File: src/rtl/axicb_addr_arb_mux_if.sv
// ----------------------------------------------------------------------------
// axicb_addr_arb_mux_if
// Bundles the address-channel handshake signals around axicb_addr_arb_mux.
//   req_valid/req_ready/req_data : per-master address channels (master i owns
//                                  req_data[i*DATA_W +: DATA_W])
//   arb_req/arb_en/arb_grant     : link to the per-slave round-robin arbiter
//   out_valid/out_ready/out_data/out_id : registered channel toward the slave
// Modports:
//   master : the arb/mux stage itself (drives ready, arbiter request, output)
//   slave  : the surrounding environment (masters, arbiter, slave side)
// ----------------------------------------------------------------------------
interface axicb_addr_arb_mux_if #(
  parameter int REQ_NB = 4,
  parameter int DATA_W = 64
);
  localparam int ID_W = $clog2(REQ_NB);

  logic [REQ_NB-1:0]        req_valid;
  logic [REQ_NB-1:0]        req_ready;
  logic [REQ_NB*DATA_W-1:0] req_data;
  logic [REQ_NB-1:0]        arb_req;
  logic                     arb_en;
  logic [REQ_NB-1:0]        arb_grant;
  logic                     out_valid;
  logic                     out_ready;
  logic [DATA_W-1:0]        out_data;
  logic [ID_W-1:0]          out_id;

  modport master (
    input  req_valid, req_data, arb_grant, out_ready,
    output req_ready, arb_req, arb_en, out_valid, out_data, out_id
  );

  modport slave (
    output req_valid, req_data, arb_grant, out_ready,
    input  req_ready, arb_req, arb_en, out_valid, out_data, out_id
  );
endinterface

File: src/rtl/axicb_addr_arb_mux.sv
// ----------------------------------------------------------------------------
// axicb_addr_arb_mux
// Address-channel stage behind the crossbar's per-slave round-robin arbiter.
// In IDLE it forwards master valids to the arbiter and, once a grant comes
// back, locks onto that master (pulsing arb_en exactly once so the arbiter's
// rotation advances once per grant). In LOCKED it offers ready to the locked
// master only and captures its payload, tagged with the master index, into a
// one-entry output register.
// Ports:
//   aclk, srst : clock and synchronous active-high reset (the only reset)
//   bus        : axicb_addr_arb_mux_if.master (req_*, arb_*, out_*)
// Parameters: REQ_NB (2..4 masters), DATA_W (payload width),
//   MAX_LOCK (>=1, beats kept on one grant, burst build only)
// Optional feature: define AXICB_ADDR_BURST_LOCK_EN to keep the grant for up
//   to MAX_LOCK back-to-back beats (one transfer per cycle); without it every
//   handshake returns to IDLE (one transfer per two cycles).
// ----------------------------------------------------------------------------
module axicb_addr_arb_mux #(
  parameter int REQ_NB   = 4,
  parameter int DATA_W   = 64,
  parameter int MAX_LOCK = 4
) (
  input logic                   aclk,
  input logic                   srst,
  axicb_addr_arb_mux_if.master  bus
);
  localparam int ID_W = $clog2(REQ_NB);

  if (REQ_NB < 2 || REQ_NB > 4) begin : g_req_nb_chk
    $error("axicb_addr_arb_mux: REQ_NB must be in 2..4");
  end
  if (MAX_LOCK < 1) begin : g_max_lock_chk
    $error("axicb_addr_arb_mux: MAX_LOCK must be >= 1");
  end

  typedef enum logic {IDLE, LOCKED} state_t;

  state_t            state;
  logic [ID_W-1:0]   sel;
  logic              out_valid_r;
  logic [DATA_W-1:0] out_data_r;
  logic [ID_W-1:0]   out_id_r;

  logic              out_free;
  logic              sel_valid;
  logic [DATA_W-1:0] sel_data;
  logic [ID_W-1:0]   grant_idx;
  logic              hs;
  logic              burst_more;

  // Locked master's channel, the lowest set grant bit, and the handshake
  // decode. Ready and arb_en are suppressed while srst is high so no master
  // transfers and the arbiter does not rotate during reset.
  always_comb begin
    sel_valid = 1'b0;
    sel_data  = '0;
    for (int i = 0; i < REQ_NB; i++) begin
      if (sel == ID_W'(i)) begin
        sel_valid = bus.req_valid[i];
        sel_data  = bus.req_data[i*DATA_W +: DATA_W];
      end
    end

    grant_idx = '0;
    for (int i = REQ_NB - 1; i >= 0; i--) begin
      if (bus.arb_grant[i]) grant_idx = ID_W'(i);
    end

    out_free = ~out_valid_r | bus.out_ready;

    bus.arb_req   = (state == IDLE) ? bus.req_valid : '0;
    bus.arb_en    = ~srst & (state == IDLE) & (|bus.req_valid) & (|bus.arb_grant);
    bus.req_ready = '0;
    for (int i = 0; i < REQ_NB; i++) begin
      bus.req_ready[i] = ~srst & (state == LOCKED) & (sel == ID_W'(i)) & out_free;
    end

    hs = ~srst & (state == LOCKED) & sel_valid & out_free;
  end

`ifdef AXICB_ADDR_BURST_LOCK_EN
  localparam int LCNT_W = $clog2(MAX_LOCK + 1);
  logic [LCNT_W-1:0] lock_cnt;

  assign burst_more = (int'(lock_cnt) + 1) < MAX_LOCK;

  // Beats already taken on the current grant; zero whenever IDLE so every
  // entry to LOCKED starts a fresh count.
  always_ff @(posedge aclk) begin
    if (srst) begin
      lock_cnt <= '0;
    end else if (state == IDLE) begin
      lock_cnt <= '0;
    end else if (hs && burst_more) begin
      lock_cnt <= lock_cnt + 1'b1;
    end else if (hs || !sel_valid) begin
      lock_cnt <= '0;
    end
  end
`else
  assign burst_more = 1'b0;
`endif

  // Lock FSM and one-entry output register.
  always_ff @(posedge aclk) begin
    if (srst) begin
      state       <= IDLE;
      sel         <= '0;
      out_valid_r <= 1'b0;
      out_data_r  <= '0;
      out_id_r    <= '0;
    end else begin
      // A load wins over a drain, so a simultaneous drain+load keeps valid.
      if (hs) begin
        out_valid_r <= 1'b1;
        out_data_r  <= sel_data;
        out_id_r    <= sel;
      end else if (bus.out_ready) begin
        out_valid_r <= 1'b0;
      end

      case (state)
        IDLE: begin
          if (bus.arb_en) begin
            sel   <= grant_idx;
            state <= LOCKED;
          end
        end
        LOCKED: begin
          if (hs) begin
            if (!burst_more) state <= IDLE;
          end else if (!sel_valid) begin
            // Locked master withdrew valid: give the grant back.
            state <= IDLE;
          end
        end
        default: state <= IDLE;
      endcase
    end
  end

  assign bus.out_valid = out_valid_r;
  assign bus.out_data  = out_data_r;
  assign bus.out_id    = out_id_r;

endmodule
File: src/flat_wrapper.sv
// flat-port wrapper written by rule: the top's interface ports become plain ports
module axicb_addr_arb_mux_flat 
#(
  parameter int REQ_NB   = 4,
  parameter int DATA_W   = 64,
  parameter int MAX_LOCK = 4
)
  (aclk, srst, bus_req_valid, bus_req_data, bus_arb_grant, bus_out_ready, bus_req_ready, bus_arb_req, bus_arb_en, bus_out_valid, bus_out_data, bus_out_id);
  axicb_addr_arb_mux_if #(.REQ_NB(REQ_NB), .DATA_W(DATA_W)) bus_i ();
  input logic aclk;
  input logic srst;
  input wire logic [$bits(bus_i.req_valid)-1:0] bus_req_valid;
  input wire logic [$bits(bus_i.req_data)-1:0] bus_req_data;
  input wire logic [$bits(bus_i.arb_grant)-1:0] bus_arb_grant;
  input wire logic [$bits(bus_i.out_ready)-1:0] bus_out_ready;
  output wire logic [$bits(bus_i.req_ready)-1:0] bus_req_ready;
  output wire logic [$bits(bus_i.arb_req)-1:0] bus_arb_req;
  output wire logic [$bits(bus_i.arb_en)-1:0] bus_arb_en;
  output wire logic [$bits(bus_i.out_valid)-1:0] bus_out_valid;
  output wire logic [$bits(bus_i.out_data)-1:0] bus_out_data;
  output wire logic [$bits(bus_i.out_id)-1:0] bus_out_id;
  assign bus_i.req_valid = bus_req_valid;
  assign bus_i.req_data = bus_req_data;
  assign bus_i.arb_grant = bus_arb_grant;
  assign bus_i.out_ready = bus_out_ready;
  assign bus_req_ready = bus_i.req_ready;
  assign bus_arb_req = bus_i.arb_req;
  assign bus_arb_en = bus_i.arb_en;
  assign bus_out_valid = bus_i.out_valid;
  assign bus_out_data = bus_i.out_data;
  assign bus_out_id = bus_i.out_id;
  axicb_addr_arb_mux #(.REQ_NB(REQ_NB), .DATA_W(DATA_W), .MAX_LOCK(MAX_LOCK)) u_core (.aclk(aclk), .srst(srst), .bus(bus_i));
endmodule
File: config.mk
export PLATFORM = sky130hd
export DESIGN_NAME = axicb_addr_arb_mux_flat
export DESIGN_NICKNAME = d
export VERILOG_FILES = /design/src/rtl/axicb_addr_arb_mux_if.sv /design/src/rtl/axicb_addr_arb_mux.sv /design/src/flat_wrapper.sv
export SDC_FILE = /design/constraint.sdc
export NUM_CORES = 1
export LEC_CHECK = 0
export CORE_AREA = 5 5 132 134
export DETAILED_ROUTE_END_ITERATION = 16
export DIE_AREA = 0 0 137 139
export PLACE_DENSITY = 0.66
export SLEW_MARGIN = 10
export SYNTH_ARGS = -nofsm -noshare
export SYNTH_HDL_FRONTEND = slang
export SYNTH_SLANG_ARGS = --single-unit
File: constraint.sdc
create_clock -name aclk -period 2 [get_ports aclk]
set_input_delay 0.4 -clock aclk [delete_from_list [all_inputs] [get_ports aclk]]
set_output_delay 0.4 -clock aclk [all_outputs]
set_load 0.02 [all_outputs]
---- Yosys cells after proc, flatten, opt, wreduce, memory -nomap -nowiden ----
Index checks and enable logic that the tools add are counted.
word-level totals
  input bits .............................. 267
  memory bits (writable) .................. 0
  ROM bits ................................ 0
  bits in registers ....................... 70
  memories kept ........................... 0
  bits in latches ......................... 0
cells by class
  order comparisons ....................... 0
  reduce and logical (&&, ||, !) cells .... 5
  add/sub/neg operators ................... 0
  multiplexer cells ....................... 19
  shift-type cells ........................ 0
  bitwise operators ....................... 18
  multipliers ............................. 0
  eq/ne operators ......................... 3
  divide/modulo/power cells ............... 0
operators by type and width
  cell                                            number
  2-to-1 mux 64 bit                               4
  AND 1 bit                                       14
  2-to-1 mux 1 bit                                9
  2-to-1 mux 2 bit                                4
  OR reduction 4 bit                              2
  == test 2 bit (second input constant)           2
  2-to-1 mux 4 bit                                1
  inverter 1 bit                                  3
  == test 2 x 1 -> 1 bit (second input constant)  1
  zero test 2 bit                                 1
  case mux 1 bit (2 select lines)                 1
  AND reduction 2 bit                             1
  nonzero test 2 bit                              1
  OR 1 bit                                        1

---- Logic depth before layout (Yosys ltp) ----
Gate-level depths: netlist of the first run.
  depth in word-level cells ............... 9
  gate-level depth with buffers ........... 7
  depth with buffers taken out ............ 4

---- Least setup slack after synthesis of the first run ----
Ideal clock, no wire load.
  kind .................................... register to output
  start point ............................. reg u_core.sel[1]
  end point ............................... out bus_req_ready[2]
  path slack .............................. 0.225 ns
  buffers on the path ..................... 3
  cell stages (with the launch flop) ...... 6
  data arrival time ....................... 1.375 ns
  cells stage by stage .................... dfxtp_1 -> buf_2 -> buf_2 -> buf_1 -> nand3_1 -> nor2_1
on the way
  cells in the longest elaborated chain, start to end .. 3
RTL lines
  what                     line                       text
  from (decl)              axicb_addr_arb_mux.sv:39   logic [ID_W-1:0] sel;
  from (signal assigned)   axicb_addr_arb_mux.sv:125  sel <= grant_idx;
  == test 2 bit            axicb_addr_arb_mux.sv:75   bus.req_ready[i] = ~srst & (state == LOCKED) & (sel == ID_W'(i)) & out_free;
  AND 1 bit (2 in series)  axicb_addr_arb_mux.sv:75
  to (decl)                flat_wrapper.sv:16         output wire logic [$bits(bus_i.req_ready)-1:0] bus_req_ready;
No other way between the ends.

---- Worst setup path after layout of the first run ----
  start point ............................. in bus_out_ready
  end point ............................... out bus_req_ready[0]
on the way
  cells in the longest elaborated chain, start to end .. 2
RTL lines
  what         line                      text
  from (decl)  flat_wrapper.sv:15        input wire logic [$bits(bus_i.out_ready)-1:0] bus_out_ready;
  OR 1 bit     axicb_addr_arb_mux.sv:69  out_free = ~out_valid_r | bus.out_ready;
  AND 1 bit    axicb_addr_arb_mux.sv:75
No other way between the ends.

==> out/metrics.yaml, run 1 <==
finalCritPeriodShare_pct: 98.2
r2r_slack_ns: 0.21
synth_common_cells: "nand2_1 (121), dfxtp_1 (70), mux4_2 (65)"
hp-start: "u_core.bus.out_data[33]$_SDFFE_PP0P_"
reg2reg_to: "u_core.bus.out_data[8]$_SDFFE_PP0P_"
synthArstFlopShare_pct: 0
critical_path_class: "in -> out"
die_w_um: 137
nets: 1008
hpwl_um: 14600
vias: 4490
leakage_uw: 0.00281
final-hold-violation-count: 0
initial_core_util_pct: 25.8
startpoint_type: "input pin"
relSlewSlack_pct: 47.5
die-area_um2: 19000
fin_util_pct: 50.3
cts_sinks: 70
synth_edf_count: 0
netlist.area_leader.share_pct: 35.0
grt_overflow_total: 0
grt_pass1_wl_um: 25700
synth_area_leaders: "mux4_2 (35%), dfxtp_1 (34%), nand2_1 (11%)"
hold_path_depth: 2
routedWlPerCell_um: 18.1
core-area_um2: 16200
synth_ff_type: "dfxtp_1"
firstDrtPassIters: 4
tritoncts: "yes"
num-fill-cells: 1460
grt_max_degree: 71
ant_nets: 0
worstMarginPinSlew_ns: 0.787
rr_worst_depth: 5
drive_above_1_share_pct: 18.3
slew_viol_final: 0
power_density_nw_per_um2: 527
peakVddDrop_mv: 0.362
synth.yosys.seq_area_share_pct: 33.5
setup_viol: 0
rsz0062_at_grt: "no"
crit_fanout: 3
r2r_start: "u_core.sel[0]$_SDFFE_PP0P_"
io_buffers: 342
clock_skew_ns: 0.00615
root_buffer: "clkbuf_16"
syn_to_final_growth_pct: 94.8
synth-seq-cells: 70
grt_util_all_layers_pct: 17.3
drtIter0Drc: 179
synth_cell_types: 27
whs_endpoint: "u_core.bus.out_data[33]$_SDFFE_PP0P_"
setup-tns-final_ns: 0
gp_congestion: 0.858
cp-end-kind: "primary output"
cts-buffers-inserted: 9
synthMostInstantiatedCell: "nand2_1"
arrival_ns: 1.56
status: "complete, no violations"
grt_antenna_before_repair: 0
insertion_delay_ns: 0.32
cts_buffer_depth: 2
finalWorstPathRequiredPeriod_ns: 1.96
hp-class: "reg -> reg"
routed_wl_um: 17400
synth_area_um2: 4180
max_cap_violations: 0
drc_errors: 0
clkTransAtPathRegs_ns: 0.05
required_ns: 1.60
timing.fmax_ghz: 0.509
place_area_um2: 7850
syn_inst: 401
stdcell_area_um2: 8140
viasPerCell: 4.66
die_h_um: 139
power_uw: 4290
cts_max_level: 3
io_pins: 343
yosys.area.top_type: "mux4_2"
synthesis.nets: 668
ys_warn_count: 0
num_rows: 47
avgSynthCellArea_um2: 10.4
antenna_cells: 0
first_global_vias: 4751
==> cell type report <==
type / count / area [um^2] / share of cell area [%]
Clock buffer: 13 / 270 / 3.32
Sequential cell: 70 / 1410 / 17.3
Tap cell: 220 / 275 / 3.38
Clock inverter: 1 / 5.00 / 0.0615
Multi-Input combinational cell: 290 / 2520 / 31.0
Inverter: 3 / 11.3 / 0.138
Timing Repair Buffer: 367 / 3640 / 44.8
==> registers in the layout, summed over array words and instances (netlist names) <==
name,cells
u_core.state,1
u_core.bus.out_valid,1
u_core.bus.out_data,64
u_core.sel,2
u_core.bus.out_id,2
==> report_power, final <==
group          switching, uW  total (uW)  internal, uW
sequential              45.5        1500          1450
combinational            466        1340           870
clock                    530        1450           924
==> how the worst max path moves through the flow <==
stage | to | cells after the start | slack (ns) | start
global route | bus_arb_en | 5 | 0.01 | bus_arb_grant[0]
detailed placement | bus_arb_en | 6 | -0.50 | bus_req_valid[0]
CTS | bus_arb_en | 6 | -0.24 | bus_req_valid[2]
floorplan | bus_req_ready[2] | 5 | 0.22 | u_core.sel[1]$_SDFFE_PP0P_
global placement | bus_arb_en | 6 | -0.52 | bus_req_valid[2]
finish | bus_req_ready[0] | 5 | 0.04 | bus_out_ready
==> per-layer routing <==
metal	GRT usage (%)	wire length, um
met4	5.46	325
met5	0	0
met3	4.90	1680
met1	18.4	6000
met2	32.5	9430
==> cell usage in the layout (no fill, tap or decap), types with 3 or more instances in the layout <==
cell / count
nand2_2: 10
nor2b_1: 4
buf_12: 3
clkbuf_16: 9
a21oi_2: 10
dlygate4sd2_1: 4
inv_1: 3
nor2_1: 5
clkbuf_8: 3
clkdlybuf4s50_1: 325
dfxtp_1: 68
mux4_2: 65
buf_4: 22
nand2_1: 121
a21oi_1: 57
nor3_1: 3
dlymetal6s2s_1: 7
==> what timing repair did <==
item	CTS	global route
pin swaps	0	2
setup buffers	0	0
hold endpoints to repair	0	0
hold buffers	0	0
resized for setup	15	21
endpoints found under the setup margin	9	52
==> worst max-delay path: stages <==
cell             delay, ns
clkdlybuf4s50_1       0.45
nand2b_1              0.16
nand2_1               0.09
nor3_1                0.16
clkdlybuf4s15_2       0.30
==> cell families (layout without fill, tap and decap cells) <==
logic type	Yosys count	after routing	synth area share [%]
mux	65	65	35.0
simple gates	153	153	15.3
flops	70	70	33.5
buf+inv	41	384	6.35
compound gates	72	72	9.73
==> per-stage QoR <==
stage,setup WS (ns),hold slack (ns),instances
5_1_grt,0.0120,0.465,964
3_3_place_gp,-0.521,0.442,950
2_1_floorplan,0.225,0.532,401
3_5_place_dp,-0.502,0.448,950
4_1_cts,-0.241,0.455,964
6_report,0.0368,0.452,964
Note: power is estimated with default switching activity, not from simulation.
==> inputs of run 2 (changes only) <==
- CORE_AREA: 5 5 132 134 -> 2 2 132 134
- DIE_AREA: 0 0 137 139 -> 0 0 134 136
- PLACE_DENSITY: 0.66 -> 0.63
==> out/metrics.yaml, run 2 (same netlist as run 1, synthesis figures left out) <==
whs_endpoint: "u_core.bus.out_data[56]$_SDFFE_PP0P_"
insertion_delay_ns: 0.32  # about the same
largest_reg_flops: 64  # unchanged
nets: 1000  # -0.79%
antenna_cells: 0  # unchanged
grt_max_degree: 71  # unchanged
firstDrtPassIters: 4  # unchanged
crit_fanout: 2  # -1
io_pins: 343  # unchanged
worst_slack_ns: 0.0680  # +0.0313 ns
grt_antenna_before_repair: 0  # unchanged
hpwl_um: 13800  # -5.7%
grt_overflow_total: 0  # unchanged
startpoint_type: "input pin"
vias: 4478  # -0.27%
drc_errors: 0  # unchanged
r2r_slack_ns: 0.19  # -0.02 ns
core-area_um2: 16900  # +4.4%
relSlewSlack_pct: 46.1  # -1.4 points
holdBufCountCts: 0  # unchanged
clkTransAtPathRegs_ns: 0.05  # about the same
syn_to_final_growth_pct: 94.4
leakage_uw: 0.00276  # -1.5%
hp-start: "u_core.bus.out_data[56]$_SDFFE_PP0P_"
die-area_um2: 18200  # -4.3%
rsz0062_at_grt: "no"
layout_common_cells: "clkdlybuf4s50_1 (328), nand2_1 (121), dfxtp_1 (68)"
clock_skew_ns: 0.00350  # -0.00265 ns
io_buffers: 342  # unchanged
mostFrequentLayoutCell: "clkdlybuf4s50_1"
tritoncts: "yes"
setup-tns-final_ns: 0  # unchanged
hp-class: "reg -> reg"
cts_buffer_depth: 2  # unchanged
grt_util_all_layers_pct: 18.2  # +0.88 points
routedWlPerCell_um: 17.7  # -2.2%
first_global_vias: 4773  # +0.46%
finalWorstPathRequiredPeriod_ns: 1.93  # -0.0313 ns
required_ns: 1.60  # about the same
pre_cts_ws_ns: -0.578  # -0.0758 ns
gp_congestion: 0.878  # +2.3%
die_w_um: 134  # -2.2%
drive_above_1_share_pct: 17.3  # -0.94 points
reg2reg_to: "u_core.bus.out_data[2]$_SDFFE_PP0P_"
hold_path_depth: 2  # unchanged
peakVddDrop_mv: 0.393  # +8.7%
slew_viol_final: 0  # unchanged
power_density_nw_per_um2: 545  # +3.4%
finalCritPeriodShare_pct: 96.6  # -1.6 points
cts-buffers-inserted: 9  # unchanged
grt_pass1_wl_um: 25500  # -0.91%
power_uw: 4420  # +3.2%
rr_worst_depth: 5  # unchanged
ant_nets: 0  # unchanged
setup_viol: 0  # unchanged
initial_core_util_pct: 24.8  # -1.1 points
critical_path_class: "in -> out"
max_cap_violations: 0  # unchanged
arrival_ns: 1.53  # -0.03 ns
cts_sinks: 70  # unchanged
cts_setup_buffers: 0  # unchanged
status: "complete, no violations"
drtIter0Drc: 149  # -17%
timing.fmax_ghz: 0.518  # +1.6%
routed_wl_um: 17000  # -2.3%
r2r_start: "u_core.sel[0]$_SDFFE_PP0P_"
die_h_um: 136  # -2.2%
viasPerCell: 4.65  # -0.16%
final-hold-violation-count: 0  # unchanged
cts_max_level: 3  # unchanged
num_rows: 48  # +2.1%
cp-end-kind: "primary output"
worstMarginPinSlew_ns: 0.809  # +0.0213 ns
root_buffer: "clkbuf_16"
run 2: worst max path at each step:
| stage | start | endpoint | slack, ns | cells past startpoint |
|---|---|---|---|---|
| 6_report | bus_arb_grant[2] | bus_arb_en | 0.07 | 5 |
| 5_1_grt | bus_arb_grant[2] | bus_arb_en | 0.02 | 5 |
| 4_1_cts | bus_req_valid[3] | bus_arb_en | -0.21 | 5 |
| 3_5_place_dp | bus_req_valid[2] | bus_arb_en | -0.58 | 5 |
| 3_3_place_gp | bus_req_valid[2] | bus_arb_en | -0.57 | 5 |
| 2_1_floorplan | u_core.sel[1]$_SDFFE_PP0P_ | bus_req_ready[2] | 0.22 | 5 |
run 2: critical path: stages:
cell and delay (ns):
clkdlybuf4s50_1 0.48, nor2_1 0.05, a211o_1 0.33, nor2_1 0.11, buf_4 0.16
run 2: power breakdown:
part | internal, uW | switching, uW | total, uW | leakage (uW)
clock | 1030 | 570 | 1600 | 0.000152
combinational | 863 | 465 | 1330 | 0.00204
sequential | 1450 | 47.4 | 1500 | 0.000569
total | 3340 | 1080 | 4420 | 0.00276
run 2: layer usage:
metal	vias up	wire length (um)	global-route usage, %	part of all wire, %
met1	2130	6200	19.5	36
met3	30	1290	4.85	7.6
li1	2113	-	-	-
met5	-	0	0	0
met4	0	538	7.68	3.2
met2	205	9000	33.8	53
run 2: stage by stage:
step	utilization, %	instances	area (um^2)	hold WS [ns]
2_1_floorplan	-	401	4180	0.532
3_3_place_gp	46.4	947	7820	0.442
3_5_place_dp	46.4	947	7820	0.446
4_1_cts	48.2	963	8130	0.454
5_1_grt	48.1	963	8120	0.466
6_report	48.1	963	8120	0.451
run 2: cell type report:
| type | count | area [um^2] |
|---|---|---|
| fillers | 1579 | 8750 |
| repair buffers | 359 | 3590 |
| multi-input cells | 290 | 2530 |
| flip-flops and latches | 70 | 1410 |
| well taps | 225 | 282 |
| clock buffers | 12 | 256 |
| clock inverters | 4 | 45.0 |
| inverters | 3 | 11.3 |
run 2: repair_timing:
action | 4_1_cts | 5_1_grt
pin swaps | 1 | 2
setup endpoints to repair | 9 | 5
resized for setup | 11 | 18
==> inputs of run 3 (changes only) <==
- clock period: 2 -> 2.2 ns (I/O delays scaled with it)
==> out/metrics.yaml, run 3 (same netlist as run 1, synthesis figures left out) <==
status: "complete, no violations"
slowest_delay_ns: 0.45  # -0.03 ns
worstMarginPinSlew_ns: 0.797  # -0.0116 ns
viasPerCell: 4.66  # +0.11%
hp-class: "reg -> reg"
num-fill-cells: 1518  # -3.9%
final-hold-violation-count: 0  # unchanged
cts_sinks: 70  # unchanged
cts_max_level: 3  # unchanged
clock_skew_ns: 0.00588  # +0.00238 ns
leakage_uw: 0.00277  # +0.20%
crit_family: "buffers and inverters"
nets: 1001  # +0.10%
critical_path_class: "in -> out"
grt-busiest-layer: "met2"
cp-end-kind: "primary output"
relSlewSlack_pct: 46.9  # +0.77 points
max_cap_violations: 0  # unchanged
use_met1_pct: 19.2  # -0.33 points
peakVddDrop_mv: 0.336  # -15%
power_density_nw_per_um2: 479  # -12%
syn_to_final_growth_pct: 94.6
grt_overflow_total: 0  # unchanged
grt_use_met3_pct: 4.88  # +0.037 points
timing.fmax_ghz: 0.484
rsz0062_at_grt: "no"
startpoint_type: "input pin"
slew_viol_final: 0  # unchanged
drtIter0Drc: 165  # +11%
first_global_vias: 4702  # -1.5%
grtUsageMet2_pct: 33.3  # -0.46 points
num_rows: 48  # unchanged
rr_worst_depth: 5  # unchanged
setup_viol: 0  # unchanged
drive_above_1_share_pct: 16.5  # -0.81 points
fin_util_pct: 48.2  # +0.052 points
cp.buffers_inverters: 2  # unchanged
crit_fanout: 3  # +1
r2r_slack_ns: 0.30  # +0.11 ns
required_ns: 1.76  # +0.16 ns
initial_core_util_pct: 24.8  # unchanged
critical_path_depth: 5  # unchanged
final_cells: 963  # unchanged
slowest_stage: "clkdlybuf4s50_1"
tritoncts: "yes"
finalCritPeriodShare_pct: 93.9
hold_path_depth: 2  # unchanged
insertion_delay_ns: 0.33  # about the same
layout_common_cells: "clkdlybuf4s50_1 (330), nand2_1 (121), dfxtp_1 (68)"
firstDrtPassIters: 4  # unchanged
core-area_um2: 16900  # unchanged
hpwl_um: 13800  # -0.14%
clkTransAtPathRegs_ns: 0.05  # about the same
finalWorstPathRequiredPeriod_ns: 2.07
mostFrequentLayoutCell: "clkdlybuf4s50_1"
ant_nets: 0  # unchanged
grt_util_all_layers_pct: 18.0  # -0.20 points
largest_reg_flops: 64  # unchanged
die_h_um: 136  # unchanged
register_area_um2: 1410  # unchanged
grt_pass1_wl_um: 25200  # -1.4%
vias: 4483  # +0.11%
die-area_um2: 18200  # unchanged
dp_cells: 948  # +0.11%
place_area_um2: 7840  # +0.26%
io_pins: 343  # unchanged
crit_chain: "clkdlybuf4s50_1 -> nand2b_1 -> nand3_1 -> nor2_1 -> dlygate4sd2_1"
die_w_um: 134  # unchanged
antenna_cells: 0  # unchanged
grt_antenna_before_repair: 0  # unchanged
stdcell_area_um2: 8130  # +0.11%
root_buffer: "clkbuf_16"
grt_max_degree: 71  # unchanged
drc_errors: 0  # unchanged
cts_buffer_depth: 2  # unchanged
io_buffers: 342  # unchanged
gp_congestion: 0.880  # +0.23%
cts-buffers-inserted: 9  # unchanged
routedWlPerCell_um: 17.6  # -0.45%
multi_input_area_um2: 2530  # unchanged
arrival_ns: 1.63  # +0.10 ns
routed_wl_um: 16900  # -0.45%
-- run 3: changes by cell type in the layout (fill, tap and decap cells not counted), sizes merged --
| cell | change |
|---|---|
| bufinv | -1 |
| dlygate4sd2 | +1 |
| clkdlybuf4s50 | +2 |
| clkinv | -2 |
| clkbuf | -1 |
| dlymetal6s2s | +1 |
-- run 3: path summary, 6_finish.rpt --
check / from / end
setup reg to reg: u_core.sel[0]$_SDFFE_PP0P_ / u_core.bus.out_data[2]$_SDFFE_PP0P_
setup / recovery: bus_out_ready / bus_req_ready[2]
hold reg to reg: u_core.bus.out_data[40]$_SDFFE_PP0P_ / u_core.bus.out_data[40]$_SDFFE_PP0P_
hold / removal: u_core.bus.out_data[40]$_SDFFE_PP0P_ / u_core.bus.out_data[40]$_SDFFE_PP0P_
-- run 3: where the power goes --
part	internal (uW)	total [uW]	switching [uW]
combinational	791	1210	418
clock	817	1320	498
sequential	1320	1370	47.2
total	2930	3890	964
-- run 3: final cells by class --
type	count	area share, %
clock buffer	14	3.25
timing repair buffer	360	44.7
sequential	70	17.3
inverter	3	0.139
tap	225	3.46
multi-input combinational	290	31.1
clock inverter	1	0.0616
-- run 3: what timing repair did --
| item | CTS | global route |
|---|---|---|
| pin swaps | 1 | 1 |
| hold buffers | 0 | 0 |
| buffers inserted | 0 | 0 |
| endpoints found under the setup margin | 5 | 2 |
| resized for setup | 9 | 9 |
-- run 3: layer usage --
| layer | wire, um | part of all wire, % | up-vias |
|---|---|---|---|
| met4 | 548 | 3.2 | 0 |
| met3 | 1340 | 7.9 | 40 |
| met5 | 0 | 0 | - |
| li1 | - | - | 2117 |
| met2 | 8890 | 52 | 213 |
| met1 | 6170 | 36 | 2113 |
-- run 3: metrics by stage --
stage	hold slack, ns	TNS (ns)	power, uW	setup WS, ns
after floorplan	0.532	0	1910	0.384
after global placement	0.442	-0.888	2600	-0.454
after detailed placement	0.445	-1.03	2620	-0.424
after global routing	0.464	0	4090	0.0628
final	0.450	0	3890	0.134
after CTS	0.453	-0.0803	3960	-0.0803
-- run 3: worst min-delay path, cell delays in order, from the launching register on --
cell	delay, ns
dfxtp_1	0.30
nand2_1	0.05
a21oi_1	0.05
